File: config.mk
export PLATFORM = sky130hd
export DESIGN_NAME = rfg_axis_spi_io
export DESIGN_NICKNAME = d
export VERILOG_FILES = /design/src/rtl/rfg_spi_pkg.sv /design/src/rtl/rfg_axis_spi_sync_fifo.sv /design/src/rtl/rfg_axis_spi_io.sv
export SDC_FILE = /design/constraint.sdc
export NUM_CORES = 1
export LEC_CHECK = 0
export ABC_AREA = 1
export CELL_PAD_IN_SITES_DETAIL_PLACEMENT = 2
export CELL_PAD_IN_SITES_GLOBAL_PLACEMENT = 2
export CORE_MARGIN = 2
export CORE_UTILIZATION = 39
export CTS_BUF_LIST = sky130_fd_sc_hd__clkbuf_16
export CTS_CLUSTER_DIAMETER = 100
export DETAILED_ROUTE_END_ITERATION = 7
export PLACE_DENSITY = 0.81
export SLEW_MARGIN = 40
export SYNTH_ARGS = -nofsm -noshare
export SYNTH_HDL_FRONTEND = slang
export SYNTH_SLANG_ARGS = --single-unit
File: constraint.sdc
create_clock -name aclk -period 2.05 [get_ports aclk]
set_input_delay 0.3075 -clock aclk [delete_from_list [all_inputs] [get_ports aclk]]
set_output_delay 0.3075 -clock aclk [all_outputs]
set_load 0.1 [all_outputs]
File: src/rtl/rfg_spi_pkg.sv
// ----------------------------------------------------------------------------
// rfg_spi_pkg
// Shared types and constants for the register-file SPI slave I/O port.
//   spi_state_t       : serial-side FSM state (encoding is exported on debug_state)
//   SPI_BITS          : bits per SPI byte
//   IDLE_BYTE_DEFAULT : byte shifted out on MISO when no readback is queued
// ----------------------------------------------------------------------------
package rfg_spi_pkg;

    typedef enum logic [1:0] {
        StIdle   = 2'd0,
        StActive = 2'd1
    } spi_state_t;

    localparam int unsigned SPI_BITS = 8;

    localparam logic [7:0] IDLE_BYTE_DEFAULT = 8'h00;

endpackage

File: src/rtl/rfg_axis_spi_sync_fifo.sv
// ----------------------------------------------------------------------------
// rfg_axis_spi_sync_fifo
// Single-clock first-word-fall-through FIFO. The head entry is always present
// on rd_data_o (read straight from the register array) while empty_o is low.
// Pushes while full and pops while empty are ignored.
// Ports:
//   clk_i, rst_ni      : clock, asynchronous active-low reset (empties FIFO)
//   push_i, wr_data_i  : write strobe and data
//   pop_i              : advance past the current head
//   rd_data_o          : current head entry
//   full_o, empty_o    : occupancy flags
// ----------------------------------------------------------------------------
module rfg_axis_spi_sync_fifo #(
    parameter int unsigned Depth = 16,
    parameter int unsigned Width = 8
) (
    input  logic             clk_i,
    input  logic             rst_ni,
    input  logic             push_i,
    input  logic [Width-1:0] wr_data_i,
    input  logic             pop_i,
    output logic [Width-1:0] rd_data_o,
    output logic             full_o,
    output logic             empty_o
);

    localparam int unsigned AddrW = $clog2(Depth);

    logic [Width-1:0] mem_q [Depth];

    // One extra pointer bit distinguishes full from empty.
    logic [AddrW:0] wr_ptr_q, wr_ptr_d;
    logic [AddrW:0] rd_ptr_q, rd_ptr_d;
    logic           push_ok;
    logic           pop_ok;

    assign empty_o = (wr_ptr_q == rd_ptr_q);
    assign full_o  = (wr_ptr_q[AddrW] != rd_ptr_q[AddrW]) &&
                     (wr_ptr_q[AddrW-1:0] == rd_ptr_q[AddrW-1:0]);

    assign push_ok = push_i && !full_o;
    assign pop_ok  = pop_i && !empty_o;

    assign rd_data_o = mem_q[rd_ptr_q[AddrW-1:0]];

    always_comb begin
        wr_ptr_d = wr_ptr_q;
        rd_ptr_d = rd_ptr_q;
        if (push_ok) begin
            wr_ptr_d = wr_ptr_q + 1'b1;
        end
        if (pop_ok) begin
            rd_ptr_d = rd_ptr_q + 1'b1;
        end
    end

    always_ff @(posedge clk_i or negedge rst_ni) begin
        if (!rst_ni) begin
            wr_ptr_q <= '0;
            rd_ptr_q <= '0;
        end else begin
            wr_ptr_q <= wr_ptr_d;
            rd_ptr_q <= rd_ptr_d;
        end
    end

    // Storage needs no reset; the pointers define validity.
    always_ff @(posedge clk_i) begin
        if (push_ok) begin
            mem_q[wr_ptr_q[AddrW-1:0]] <= wr_data_i;
        end
    end

endmodule

File: src/rtl/rfg_axis_spi_io.sv
// ----------------------------------------------------------------------------
// rfg_axis_spi_io
// SPI slave (mode 0, MSB first) bridging board pins to the AXIS register-file
// fabric. SCK/CSN/MOSI are oversampled in aclk (aclk >= 8x SCK).
//   MOSI bytes -> m_axis (tid = PORT_ID, tlast = 0), one-entry output register.
//   s_axis bytes with tdest == PORT_ID -> TX FIFO -> MISO; others are sunk.
// Ports:
//   aclk, aresetn                 : system clock, async active-low reset
//   spi_csn/clk/mosi              : SPI pins (asynchronous to aclk)
//   spi_miso, spi_miso_oe         : MISO data and tristate enable
//   m_axis_*                      : received bytes
//   s_axis_*                      : readback bytes (tlast ignored)
//   rx_overflow, rx_overflow_clear: sticky dropped-byte flag and its clear
//   debug_state                   : current FSM state (0 idle, 1 active)
// ----------------------------------------------------------------------------
module rfg_axis_spi_io
    import rfg_spi_pkg::*;
#(
    parameter int unsigned             ID_DEST_WIDTH = 8,
    parameter logic [ID_DEST_WIDTH-1:0] PORT_ID       = '0,
    parameter int unsigned             TX_FIFO_DEPTH = 16,
    parameter logic [7:0]              IDLE_BYTE     = IDLE_BYTE_DEFAULT
) (
    input  logic                     aclk,
    input  logic                     aresetn,

    input  logic                     spi_csn,
    input  logic                     spi_clk,
    input  logic                     spi_mosi,
    output logic                     spi_miso,
    output logic                     spi_miso_oe,

    output logic [7:0]               m_axis_tdata,
    output logic                     m_axis_tvalid,
    input  logic                     m_axis_tready,
    output logic [ID_DEST_WIDTH-1:0] m_axis_tid,
    output logic                     m_axis_tlast,

    input  logic [7:0]               s_axis_tdata,
    input  logic                     s_axis_tvalid,
    output logic                     s_axis_tready,
    input  logic [ID_DEST_WIDTH-1:0] s_axis_tdest,
    input  logic                     s_axis_tlast,

    output logic                     rx_overflow,
    input  logic                     rx_overflow_clear,
    output logic [1:0]               debug_state
);

    localparam int unsigned CntW = $clog2(SPI_BITS);

    // ------------------------------------------------------------------
    // Reset: asserted asynchronously, released on an aclk edge.
    // ------------------------------------------------------------------
    logic [1:0] rst_sync_q;
    logic       rst_n;

    always_ff @(posedge aclk or negedge aresetn) begin
        if (!aresetn) begin
            rst_sync_q <= 2'b00;
        end else begin
            rst_sync_q <= {rst_sync_q[0], 1'b1};
        end
    end

    assign rst_n = rst_sync_q[1];

    // ------------------------------------------------------------------
    // Pin synchronizers: [0],[1] metastability stages, [2] edge history.
    // CSN resets high so leaving reset never fakes a select edge.
    // MOSI is only sampled, never edge-detected, so it has no history flop.
    // ------------------------------------------------------------------
    logic [2:0] csn_sync_q;
    logic [2:0] sck_sync_q;
    logic [1:0] mosi_sync_q;

    always_ff @(posedge aclk or negedge rst_n) begin
        if (!rst_n) begin
            csn_sync_q  <= 3'b111;
            sck_sync_q  <= 3'b000;
            mosi_sync_q <= 2'b00;
        end else begin
            csn_sync_q  <= {csn_sync_q[1:0], spi_csn};
            sck_sync_q  <= {sck_sync_q[1:0], spi_clk};
            mosi_sync_q <= {mosi_sync_q[0], spi_mosi};
        end
    end

    logic csn_fall, csn_rise, sck_rise, sck_fall, mosi_s;

    assign csn_fall = !csn_sync_q[1] &&  csn_sync_q[2];
    assign csn_rise =  csn_sync_q[1] && !csn_sync_q[2];
    assign sck_rise =  sck_sync_q[1] && !sck_sync_q[2];
    assign sck_fall = !sck_sync_q[1] &&  sck_sync_q[2];
    assign mosi_s   =  mosi_sync_q[1];

    // ------------------------------------------------------------------
    // TX FIFO (readback bytes for MISO)
    // ------------------------------------------------------------------
    logic       dest_match;
    logic       fifo_push;
    logic       fifo_pop;
    logic [7:0] fifo_rd_data;
    logic       fifo_full;
    logic       fifo_empty;
    logic [7:0] tx_next;

    assign dest_match    = (s_axis_tdest == PORT_ID);
    // Foreign-destination bytes are always accepted and dropped.
    assign s_axis_tready = rst_n && (!dest_match || !fifo_full);
    assign fifo_push     = s_axis_tvalid && s_axis_tready && dest_match;
    assign tx_next       = fifo_empty ? IDLE_BYTE : fifo_rd_data;

    rfg_axis_spi_sync_fifo #(
        .Depth (TX_FIFO_DEPTH),
        .Width (8)
    ) u_tx_fifo (
        .clk_i     (aclk),
        .rst_ni    (rst_n),
        .push_i    (fifo_push),
        .wr_data_i (s_axis_tdata),
        .pop_i     (fifo_pop),
        .rd_data_o (fifo_rd_data),
        .full_o    (fifo_full),
        .empty_o   (fifo_empty)
    );

    logic unused_tlast;
    assign unused_tlast = s_axis_tlast;

    // ------------------------------------------------------------------
    // Serial FSM and datapath
    // ------------------------------------------------------------------
    spi_state_t      state_q, state_d;
    logic [7:0]      tx_shift_q, tx_shift_d;
    logic [7:0]      rx_shift_q, rx_shift_d;
    logic [CntW-1:0] bit_cnt_q, bit_cnt_d;
    // Set at select; the first SCK fall then never reloads the TX byte.
    logic            first_fall_q, first_fall_d;
    logic [7:0]      tdata_q, tdata_d;
    logic            tvalid_q, tvalid_d;
    logic            ovf_q, ovf_d;

    always_comb begin
        state_d      = state_q;
        tx_shift_d   = tx_shift_q;
        rx_shift_d   = rx_shift_q;
        bit_cnt_d    = bit_cnt_q;
        first_fall_d = first_fall_q;
        tdata_d      = tdata_q;
        tvalid_d     = tvalid_q;
        ovf_d        = ovf_q;
        fifo_pop     = 1'b0;

        if (tvalid_q && m_axis_tready) begin
            tvalid_d = 1'b0;
        end
        if (rx_overflow_clear) begin
            ovf_d = 1'b0;
        end

        unique case (state_q)
            StIdle: begin
                if (csn_fall) begin
                    state_d      = StActive;
                    tx_shift_d   = tx_next;
                    fifo_pop     = !fifo_empty;
                    bit_cnt_d    = '0;
                    first_fall_d = 1'b1;
                end
            end

            StActive: begin
                // Deselect wins over any SCK edge seen in the same cycle.
                if (csn_rise) begin
                    state_d    = StIdle;
                    rx_shift_d = '0;
                    bit_cnt_d  = '0;
                end else if (sck_rise) begin
                    rx_shift_d = {rx_shift_q[6:0], mosi_s};
                    bit_cnt_d  = bit_cnt_q + 1'b1;
                    if (bit_cnt_q == CntW'(SPI_BITS - 1)) begin
                        if (!tvalid_q || m_axis_tready) begin
                            tdata_d  = {rx_shift_q[6:0], mosi_s};
                            tvalid_d = 1'b1;
                        end else begin
                            // Set after the clear above, so set wins.
                            ovf_d = 1'b1;
                        end
                    end
                end else if (sck_fall) begin
                    first_fall_d = 1'b0;
                    if (bit_cnt_q != '0) begin
                        tx_shift_d = {tx_shift_q[6:0], 1'b0};
                    end else if (!first_fall_q) begin
                        tx_shift_d = tx_next;
                        fifo_pop   = !fifo_empty;
                    end
                end
            end

            default: begin
                state_d = StIdle;
            end
        endcase
    end

    always_ff @(posedge aclk or negedge rst_n) begin
        if (!rst_n) begin
            state_q      <= StIdle;
            tx_shift_q   <= '0;
            rx_shift_q   <= '0;
            bit_cnt_q    <= '0;
            first_fall_q <= 1'b0;
            tdata_q      <= '0;
            tvalid_q     <= 1'b0;
            ovf_q        <= 1'b0;
        end else begin
            state_q      <= state_d;
            tx_shift_q   <= tx_shift_d;
            rx_shift_q   <= rx_shift_d;
            bit_cnt_q    <= bit_cnt_d;
            first_fall_q <= first_fall_d;
            tdata_q      <= tdata_d;
            tvalid_q     <= tvalid_d;
            ovf_q        <= ovf_d;
        end
    end

    // ------------------------------------------------------------------
    // Outputs
    // ------------------------------------------------------------------
    assign spi_miso_oe   = (state_q == StActive);
    assign spi_miso      = spi_miso_oe && tx_shift_q[7];
    assign m_axis_tdata  = tdata_q;
    assign m_axis_tvalid = tvalid_q;
    assign m_axis_tid    = PORT_ID;
    assign m_axis_tlast  = 1'b0;
    assign rx_overflow   = ovf_q;
    assign debug_state   = state_q;

endmodule

==> results of run 1 <==
-- worst max-delay path, stage by stage, from the launching register on --
cell      delay (ns)
dfrtp_2         0.44
inv_1           0.12
nand2_2         0.09
nand2_2         0.08
nor2_4          0.15
nand3b_4        0.13
nor2_4          0.14
nor2_4          0.04
buf_12          0.16
-- flip-flops by register name, indices dropped and copies added, names as in the netlist --
signal / cells
u_tx_fifo.mem_q: 128
m_axis_tdata: 8
tx_shift_q: 8
rx_shift_q: 7
u_tx_fifo.rd_ptr_q: 5
u_tx_fifo.wr_ptr_q: 5
bit_cnt_q: 3
csn_sync_q: 3
sck_sync_q: 3
mosi_sync_q: 2
rst_sync_q: 2
debug_state: 1
first_fall_q: 1
m_axis_tvalid: 1
rx_overflow: 1
-- metal layers --
| metal | wire length (µm) | vias up |
|---|---|---|
| met1 | 10700 | 2953 |
| met2 | 13800 | 185 |
| met5 | 0 | - |
| met4 | 822 | 0 |
| met3 | 1250 | 56 |
| li1 | - | 2494 |
-- through the flow --
| step | setup TNS [ns] | cells | hold WS (ns) |
|---|---|---|---|
| 2_1_floorplan | 0 | 705 | 0.0119 |
| 3_3_place_gp | -14.10 | 983 | 0.332 |
| 3_5_place_dp | -31.49 | 983 | 0.337 |
| 4_1_cts | 0 | 1023 | 0.00120 |
| 5_1_grt | -0.811 | 1028 | 0.00120 |
| 6_report | -0.0680 | 1028 | 0.00979 |
-- repair_timing --
action | in CTS | in global routing
setup buffers | 9 | 5
gates resized for setup | 18 | 19
pin swaps | 2 | 5
endpoints found under the setup margin | 85 | 129
-- placed cells by master (no fill, tap or decap), types with 2 or more instances in the layout --
| master | synthesis | layout |
|---|---|---|
| nand2_1 | 221 | 208 |
| edfxtp_1 | 128 | 128 |
| nand3_1 | 88 | 87 |
| buf_4 | 16 | 65 |
| nor2_1 | 50 | 44 |
| dfrtp_1 | 47 | 41 |
| inv_1 | 28 | 27 |
| clkdlybuf4s50_1 | 0 | 23 |
| o21ai_0 | 21 | 21 |
| a21oi_1 | 21 | 21 |
| clkbuf_16 | 0 | 17 |
| nand2_2 | 2 | 13 |
| conb_1 | 2 | 11 |
| o22ai_1 | 8 | 8 |
| ha_1 | 8 | 8 |
| inv_6 | 0 | 8 |
| inv_2 | 7 | 7 |
| o21ai_1 | 6 | 6 |
| dfrtp_2 | 0 | 5 |
| nor2_4 | 0 | 4 |
| xor2_1 | 4 | 4 |
| nor2_2 | 1 | 3 |
| xnor2_1 | 4 | 3 |
| dfstp_2 | 3 | 3 |
| buf_12 | 0 | 3 |
| inv_4 | 0 | 2 |
| nand2_4 | 0 | 2 |
| nand3_2 | 1 | 2 |
| clkinvlp_4 | 0 | 2 |
| o211ai_1 | 2 | 2 |
| clkinv_1 | 2 | 2 |
| inv_8 | 0 | 2 |
| buf_6 | 0 | 2 |
-- final timing paths --
kind / start / end / slack, ns / cells after the start
setup / recovery: u_tx_fifo.wr_ptr_q[2] / s_axis_tready / -0.07 / 8
hold / removal: aresetn / rst_sync_q[1] / 0.01 / 1
setup reg to reg: u_tx_fifo.wr_ptr_q[2] / u_tx_fifo.mem_q[11][5] / 0.02 / 11
hold reg to reg: mosi_sync_q[0] / mosi_sync_q[1] / 0.36 / 0
max in group asynchronous: rst_sync_q[1] / u_tx_fifo.rd_ptr_q[1] / 1.07 / 1
min in group aclk: spi_csn / csn_sync_q[0] / 0.26 / 1
-- power by group through the flow --
stage,clock (mW),sequential [mW],combinational [mW]
2_1_floorplan,0,4.22,2.16
3_3_place_gp,0,4.23,3.12
3_5_place_dp,0,4.25,3.35
4_1_cts,3.30,4.17,3.53
5_1_grt,3.45,4.20,4.01
6_report,3.31,4.19,3.69
-- logic make-up after synthesis --
logic type,synth area share [%]
compound gates,4.36
fa+ha+maj,1.34
xor+xnor,0.936
flops,68.1
other cells,0.100
buf+inv,4.75
simple gates,20.4
-- final cells by class --
class | count | area [µm²]
tap | 234 | 293
timing repair buffer | 93 | 801
clock buffer | 17 | 425
inverter | 37 | 148
clock inverter | 15 | 143
fill | 1893 | 9690
multi-input combinational | 454 | 2160
sequential | 178 | 5110
==> impl_metrics.json, run 1 <==
{
  "outcome": "finished, violations left",
  "violations": "negative setup slack",
  "yosys_warnings": 0,
  "period_needed_ns": 2.12,
  "cts_tree": "yes",
  "crit_required_ns": 1.74,
  "p_leak_nw": 3.68,
  "ys_seq_area_share_pct": 68.1,
  "grt_pass1_wl_um": 39000,
  "critical_path.startpoint_type": "flop",
  "core_um2": 18800,
  "busiest_layer": "met2",
  "initial_core_util_pct": 39.9,
  "end_kind": "output pin",
  "cts_root_buf": "clkbuf_16",
  "p_total_mw": 11.2,
  "dp_hpwl_um": 15900,
  "dieHeight_um": 143,
  "async_flop_share_pct": 28.1,
  "finalCritPeriodShare_pct": 103,
  "grt_util_met2_pct": 46.8,
  "fin_area_um2": 9080,
  "antenna_found_initial": 0,
  "clock_path_buffers": 2,
  "dpl-instance-area_um2": 8300,
  "synthTopCellsByCount": "nand2_1, edfxtp_1, nand3_1",
  "wl_per_cell_um": 25.9,
  "track_usage_pct": 26.5,
  "cp.arrival_ns": 1.81,
  "synth.avg_cell_area_um2": 10.8,
  "tightest_slew_ns": 0.877,
  "num_rows": 50,
  "yosysMostFrequentCell": "nand2_1",
  "h-tree-depth": 4,
  "setup_violations": 1,
  "ys_ff_latch": 178,
  "vias_per_cell": 5.53,
  "relSlewSlack_pct": 41.3,
  "drt_iter0_drc": 453,
  "skew_ns": 0.0140,
  "grt_pass1_vias": 6270,
  "num_io_pins": 49,
  "power.internal_mw": 6.82,
  "drive_above_1_share_pct": 18.5,
  "drv_slew": 0,
  "min_path_type": "input port to asynchronous set/reset pin",
  "synth_edf_count": 128,
  "pwr-share-comb_pct": 33.0,
  "sw_frac_of_total_pct": 39.1,
  "post-route-util_pct": 48.4,
  "ys_types": 31,
  "peakVddDrop_v": 0.000621,
  "io_buffer_count": 37,
  "cts_hold_buf": 0,
  "gr-total-overflow": 0,
  "final_nets": 814,
  "drc": 0,
  "met3_usage_pct": 5.18,
  "die_w_um": 143,
  "p_per_area_nw_per_um2": 1230,
  "dieArea_um2": 20300,
  "rsz0062_at_grt": "true",
  "synthCells": 696,
  "diodes": 0,
  "gp_congestion": 0.790,
  "hold_viol": 0,
  "area_delta_synth_final_pct": 21.3,
  "routed-via-count": 5688,
  "clock_power_share_pct": 29.6,
  "clkSinkCount": 178,
  "synth_ff_type": "edfxtp_1",
  "clkLatencyLatePin_ns": 0.45,
  "antenna_left": 0,
  "first_pass_iters": 5,
  "fin_ws_ns": -0.0680,
  "clk_pin_slew_ns": 0.08,
  "cts_made_buffers": 17,
  "fmax_mhz": 472,
  "maxCapViolations": 0,
  "synthesis.area_um2": 7490,
  "yosysTopAreaCell": "edfxtp_1",
  "seq_power_share_pct": 37.4,
  "wl_um": 26600,
  "switching_power_mw": 4.37,
  "synth_area_leaders": "edfxtp_1, dfrtp_1, nand2_1, nand3_1, nor2_1",
  "crit_type": "flop to output pin",
  "grt_max_degree": 51,
  "met1_usage_pct": 33.1,
  "synth.top_cell.area_share_pct": 51.3,
  "crit_path_max_fanout": 4,
  "post-place-ws_ns": -0.303
}
No activity file was read; power rests on OpenSTA's default activity.
==> run 2: changes to the inputs <==
--- a/config.mk
+++ b/config.mk
@@ -9,12 +9,13 @@
 export CELL_PAD_IN_SITES_DETAIL_PLACEMENT = 2
 export CELL_PAD_IN_SITES_GLOBAL_PLACEMENT = 2
 export CORE_MARGIN = 2
-export CORE_UTILIZATION = 39
+export CORE_UTILIZATION = 42
 export CTS_BUF_LIST = sky130_fd_sc_hd__clkbuf_16
 export CTS_CLUSTER_DIAMETER = 100
 export DETAILED_ROUTE_END_ITERATION = 7
-export PLACE_DENSITY = 0.81
+export PLACE_DENSITY = 0.86
 export SLEW_MARGIN = 40
 export SYNTH_ARGS = -nofsm -noshare
 export SYNTH_HDL_FRONTEND = slang
 export SYNTH_SLANG_ARGS = --single-unit
+export TNS_END_PERCENT = 50
==> constraint.sdc (replaced) <==
create_clock -name aclk -period 2.71 [get_ports aclk]
set_input_delay 0.4065 -clock aclk [delete_from_list [all_inputs] [get_ports aclk]]
set_output_delay 0.4065 -clock aclk [all_outputs]
set_load 0.1 [all_outputs]
==> run 2 against run 1 <==
The run now ends clean. Die area is 6.9% lower. Worst hold slack improved by 0.11 ns. Final cell count is 3.9% lower. Sequential power shrank 24%. Sequential share of layout area increased by 2.5 points. Critical path type unchanged. Largest power group unchanged. Highest routed layer is now met5.
==> impl_metrics.json, run 2 (same netlist as run 1, synthesis figures left out) <==
{
  "drive_above_1_share_pct": 12.1,
  "num_rows": 48,
  "dp_hpwl_um": 15500,
  "post-place-ws_ns": 0.229,
  "p_leak_nw": 3.49,
  "clkSinkCount": 178,
  "routed-via-count": 5655,
  "rsz0062_at_grt": "false",
  "largest_reg_flops": 128,
  "area_delta_synth_final_pct": 16.0,
  "final_common_cell": "nand2_1",
  "wl_um": 26000,
  "clock_path_buffers": 2,
  "dieArea_um2": 18900,
  "fin_ws_ns": 0.164,
  "crit_type": "flop to output pin",
  "end_kind": "output pin",
  "relSlewSlack_pct": 41.7,
  "whs_ns": 0.125,
  "antenna_left": 0,
  "die_w_um": 138,
  "grt_util_met2_pct": 51.6,
  "cts_tree": "yes",
  "peakVddDrop_v": 0.000571,
  "cp.arrival_ns": 2.14,
  "clk_pin_slew_ns": 0.07,
  "core_um2": 17400,
  "mostFrequentLayoutCells": "nand2_1, edfxtp_1, nand3_1, nor2_1, dfrtp_1",
  "gr-total-overflow": 0,
  "fin_tns_setup_ns": 0,
  "met3_usage_pct": 5.45,
  "outcome": "complete, no violations",
  "cts_made_buffers": 17,
  "critical_path.startpoint_type": "flop",
  "crit_required_ns": 2.30,
  "grt_max_degree": 50,
  "place_inst": 957,
  "postCtsSetupRepairBufs": 0,
  "h-tree-depth": 4,
  "final_nets": 784,
  "cts_root_buf": "clkbuf_16",
  "final_cells": 988,
  "crit_path_max_fanout": 33,
  "gp_congestion": 0.813,
  "met1_usage_pct": 35.5,
  "drt_iter0_drc": 398,
  "antenna_found_initial": 1,
  "fmax_mhz": 393,
  "setup_violations": 0,
  "p_total_mw": 8.24,
  "post-route-util_pct": 50.0,
  "cts-resized-gates": 0,
  "dieHeight_um": 138,
  "vias_per_cell": 5.72,
  "grt_pass1_wl_um": 39500,
  "skew_ns": 0.0117,
  "first_pass_iters": 7,
  "wl_per_cell_um": 26.4,
  "drc": 0,
  "min_path_type": "input port to asynchronous set/reset pin",
  "diodes": 0,
  "track_usage_pct": 29.6,
  "dpl-instance-area_um2": 8130,
  "drv_slew": 0,
  "finalCritPeriodShare_pct": 94.0,
  "p_per_area_nw_per_um2": 949,
  "cts_hold_buf": 0,
  "num_io_pins": 49,
  "period_needed_ns": 2.55,
  "clkLatencyLatePin_ns": 0.44,
  "initial_core_util_pct": 43.1,
  "busiest_layer": "met2",
  "hold_viol": 0,
  "fin_area_um2": 8680,
  "r2r_cells": 10,
  "tightest_slew_ns": 0.872,
  "maxCapViolations": 0,
  "io_buffer_count": 37,
  "grt_pass1_vias": 6292
}
==> run 2: worst paths after layout <==
check | startpoint | end | slack, ns
worst max-delay path | u_tx_fifo.rd_ptr_q[0] | s_axis_tready | 0.16
worst min-delay path | aresetn | rst_sync_q[0] | 0.12
worst max register to register | u_tx_fifo.rd_ptr_q[0] | u_tx_fifo.mem_q[14][5] | 0.29
worst min register to register | csn_sync_q[0] | csn_sync_q[1] | 0.36
max in group asynchronous | rst_sync_q[1] | u_tx_fifo.rd_ptr_q[0] | 1.80
min in group aclk | csn_sync_q[0] | csn_sync_q[1] | 0.36
==> run 2: layout make-up <==
class / count / area [µm²]
clock buffers: 17 / 425
flip-flops and latches: 178 / 5100
well taps: 225 / 282
repair buffers: 63 / 523
multi-input cells: 454 / 2070
inverters: 37 / 139
clock inverters: 14 / 143
fillers: 1728 / 8680
==> run 2: routing by layer <==
metal | vias to the layer above | routed length, µm
met5 | - | 15
met4 | 2 | 920
met3 | 56 | 1340
met2 | 206 | 13700
met1 | 2955 | 10100
li1 | 2436 | -
==> run 2: power breakdown <==
part	total, mW	leakage [nW]	switching, mW	internal [mW]
Sequential	3.17	1.77	0.119	3.05
Clock	2.45	0.260	1.10	1.35
Combinational	2.63	1.46	1.96	0.670
==> run 2: worst max-delay path, cell delays in order, from the launching register on <==
cell,delay (ns)
dfrtp_2,0.44
buf_4,0.25
nand2_1,0.15
nand2_1,0.10
nor2_1,0.17
nand3b_2,0.18
nor2_1,0.17
nor2_2,0.07
buf_12,0.16
==> run 3: changes to the inputs <==
--- a/config.mk
+++ b/config.mk
@@ -9,12 +9,13 @@
 export CELL_PAD_IN_SITES_DETAIL_PLACEMENT = 2
 export CELL_PAD_IN_SITES_GLOBAL_PLACEMENT = 2
 export CORE_MARGIN = 2
-export CORE_UTILIZATION = 42
-export CTS_BUF_LIST = sky130_fd_sc_hd__clkbuf_16
+export CORE_UTILIZATION = 44
+export CTS_BUF_LIST = sky130_fd_sc_hd__clkbuf_4 sky130_fd_sc_hd__clkbuf_8
 export CTS_CLUSTER_DIAMETER = 100
 export DETAILED_ROUTE_END_ITERATION = 7
-export PLACE_DENSITY = 0.86
-export SLEW_MARGIN = 40
+export PLACE_DENSITY = 0.9
+export REMOVE_ABC_BUFFERS = 1
+export SLEW_MARGIN = 20
 export SYNTH_ARGS = -nofsm -noshare
 export SYNTH_HDL_FRONTEND = slang
 export SYNTH_SLANG_ARGS = --single-unit
==> run 3 against run 2 <==
Clock skew is 0.0074 ns higher. Die area is 4.4% lower. Sequential share of layout area is 0.73 points higher. Worst setup slack better by 0.0055 ns. Register-to-register slack better by 0.13 ns. Count of clock-buffer cells in the layout stayed put. Combinational power is 2% lower. Cell area is 1.2% lower. Critical path depth stayed put. First-iteration DRC count is 4.5% higher. Largest power group unchanged.
==> impl_metrics.json, run 3 (same netlist as run 1, synthesis figures left out) <==
{
  "first_pass_iters": 5,
  "cts_hold_buf": 0,
  "num_rows": 47,
  "fillCellCount": 1642,
  "end_kind": "output pin",
  "gr-total-overflow": 0,
  "p_leak_nw": 3.45,
  "r2r_setup_slack_ns": 0.42,
  "die_w_um": 134,
  "io_buffer_count": 37,
  "drt_iter0_drc": 416,
  "cp_slowest_cell": "dfrtp_1",
  "finalCritPeriodShare_pct": 93.8,
  "critical_path.startpoint_type": "flop",
  "whs_ns": 0.0956,
  "crit_path_max_fanout": 12,
  "dieArea_um2": 18100,
  "num_io_pins": 49,
  "antenna_left": 0,
  "wl_um": 24700,
  "outcome": "complete, no violations",
  "track_usage_pct": 29.1,
  "peakVddDrop_v": 0.000614,
  "drive_above_1_share_pct": 11.7,
  "cts_made_buffers": 17,
  "cp_slowest_stage_delay_ns": 0.66,
  "crit_required_ns": 2.30,
  "antenna_found_initial": 0,
  "postCtsSetupRepairBufs": 0,
  "dpl-instance-area_um2": 8120,
  "crit_buf_inv": 2,
  "dieHeight_um": 134,
  "path_common_cell": "nor2_1",
  "crit_family": "simple AND/OR/NAND/NOR gates",
  "hold_viol": 0,
  "crit_type": "flop to output pin",
  "clkSinkCount": 178,
  "final_common_cell": "nand2_1",
  "clkLatencyLatePin_ns": 0.49,
  "dp_hpwl_um": 15400,
  "grt_max_degree": 56,
  "min_path_type": "input port to asynchronous set/reset pin",
  "clock_path_buffers": 2,
  "gp_congestion": 0.785,
  "wl_per_cell_um": 25.2,
  "period_needed_ns": 2.54,
  "routed-via-count": 5582,
  "core_um2": 16600,
  "fin_area_um2": 8570,
  "final_nets": 782,
  "relSlewSlack_pct": 39.1,
  "vias_per_cell": 5.68,
  "p_per_area_nw_per_um2": 922,
  "maxCapViolations": 0,
  "diodes": 0,
  "largest_reg_flops": 128,
  "rsz0062_at_grt": "false",
  "crit_chain": "inv_1, nand2_1, nand2_1, nor2_1, nand3b_2, nor2_1, nor2_1, buf_12",
  "fmax_mhz": 394,
  "h-tree-depth": 4,
  "cp.arrival_ns": 2.13,
  "cts_tree": "yes",
  "post-place-ws_ns": 0.189,
  "clk_pin_slew_ns": 0.11,
  "cts-resized-gates": 0,
  "p_total_mw": 7.91,
  "mostFrequentLayoutCells": "nand2_1, edfxtp_1, nand3_1, nor2_1, dfrtp_1",
  "grt_pass1_vias": 6375,
  "initial_core_util_pct": 45.1,
  "drc": 0,
  "skew_ns": 0.0191,
  "cts_root_buf": "clkbuf_8",
  "setup_violations": 0,
  "grt_pass1_wl_um": 38300,
  "drv_slew": 0,
  "tightest_slew_ns": 0.910,
  "post-route-util_pct": 51.7,
  "fin_ws_ns": 0.169,
  "area_delta_synth_final_pct": 14.5
}
-- run 3: cell count changes in the layout (fill, tap and decap cells not counted), sizes merged --
cell	previous run	this run
clkinvlp	6	1
bufinv	2	4
clkdlybuf4s50	19	23
buf	44	38
clkinv	6	4
inv	37	43
-- run 3: stage by stage --
step,TNS (ns),std cells
final,0,982
after global routing,0,982
after CTS,0,982
after detailed placement,0,950
after global placement,0,950
after floorplan,-50.09,669
-- run 3: final timing paths --
| kind | to | start | cells past startpoint |
|---|---|---|---|
| setup / recovery | s_axis_tready | u_tx_fifo.rd_ptr_q[1] | 8 |
| hold / removal | rst_sync_q[0] | aresetn | 1 |
| setup reg to reg | u_tx_fifo.mem_q[13][1] | u_tx_fifo.rd_ptr_q[1] | 10 |
| hold reg to reg | csn_sync_q[1] | csn_sync_q[0] | 0 |
| max in group asynchronous | u_tx_fifo.rd_ptr_q[0] | rst_sync_q[1] | 1 |
| min in group aclk | csn_sync_q[0] | spi_csn | 1 |
-- run 3: worst reg2reg max path, stage by stage, from the launching register on --
cell      delay, ns
dfrtp_1        0.66
inv_1          0.14
nand2_1        0.10
nand2_1        0.05
nor2_1         0.17
nand3b_2       0.15
nand2_2        0.13
inv_2          0.09
nand2_1        0.27
nor2_1         0.09
buf_4          0.19
-- run 3: metal layers --
layer / up-vias / track usage [%] / part of all wire [%]
met1: 2901 / 36.0 / 39
met4: 0 / 12.3 / 3.4
met2: 198 / 49.7 / 51
met5: - / 0 / 0
met3: 55 / 6.05 / 6.3
li1: 2428 / - / -
-- run 3: cell type report --
class | instances | area, µm² | area share, %
Clock buffer | 17 | 234 | 2.73
Timing Repair Buffer | 61 | 541 | 6.30
Sequential cell | 178 | 5100 | 59.5
Multi-Input combinational cell | 454 | 2070 | 24.1
Inverter | 37 | 139 | 1.62
Tap cell | 220 | 275 | 3.21
Clock inverter | 15 | 219 | 2.55
-- run 3: where the power goes --
group          switching (mW)  total [mW]  internal, mW
registers               0.134        3.18          3.05
logic                    1.90        2.58         0.674
clock network            1.12        2.15          1.04
total                    3.15        7.91          4.76
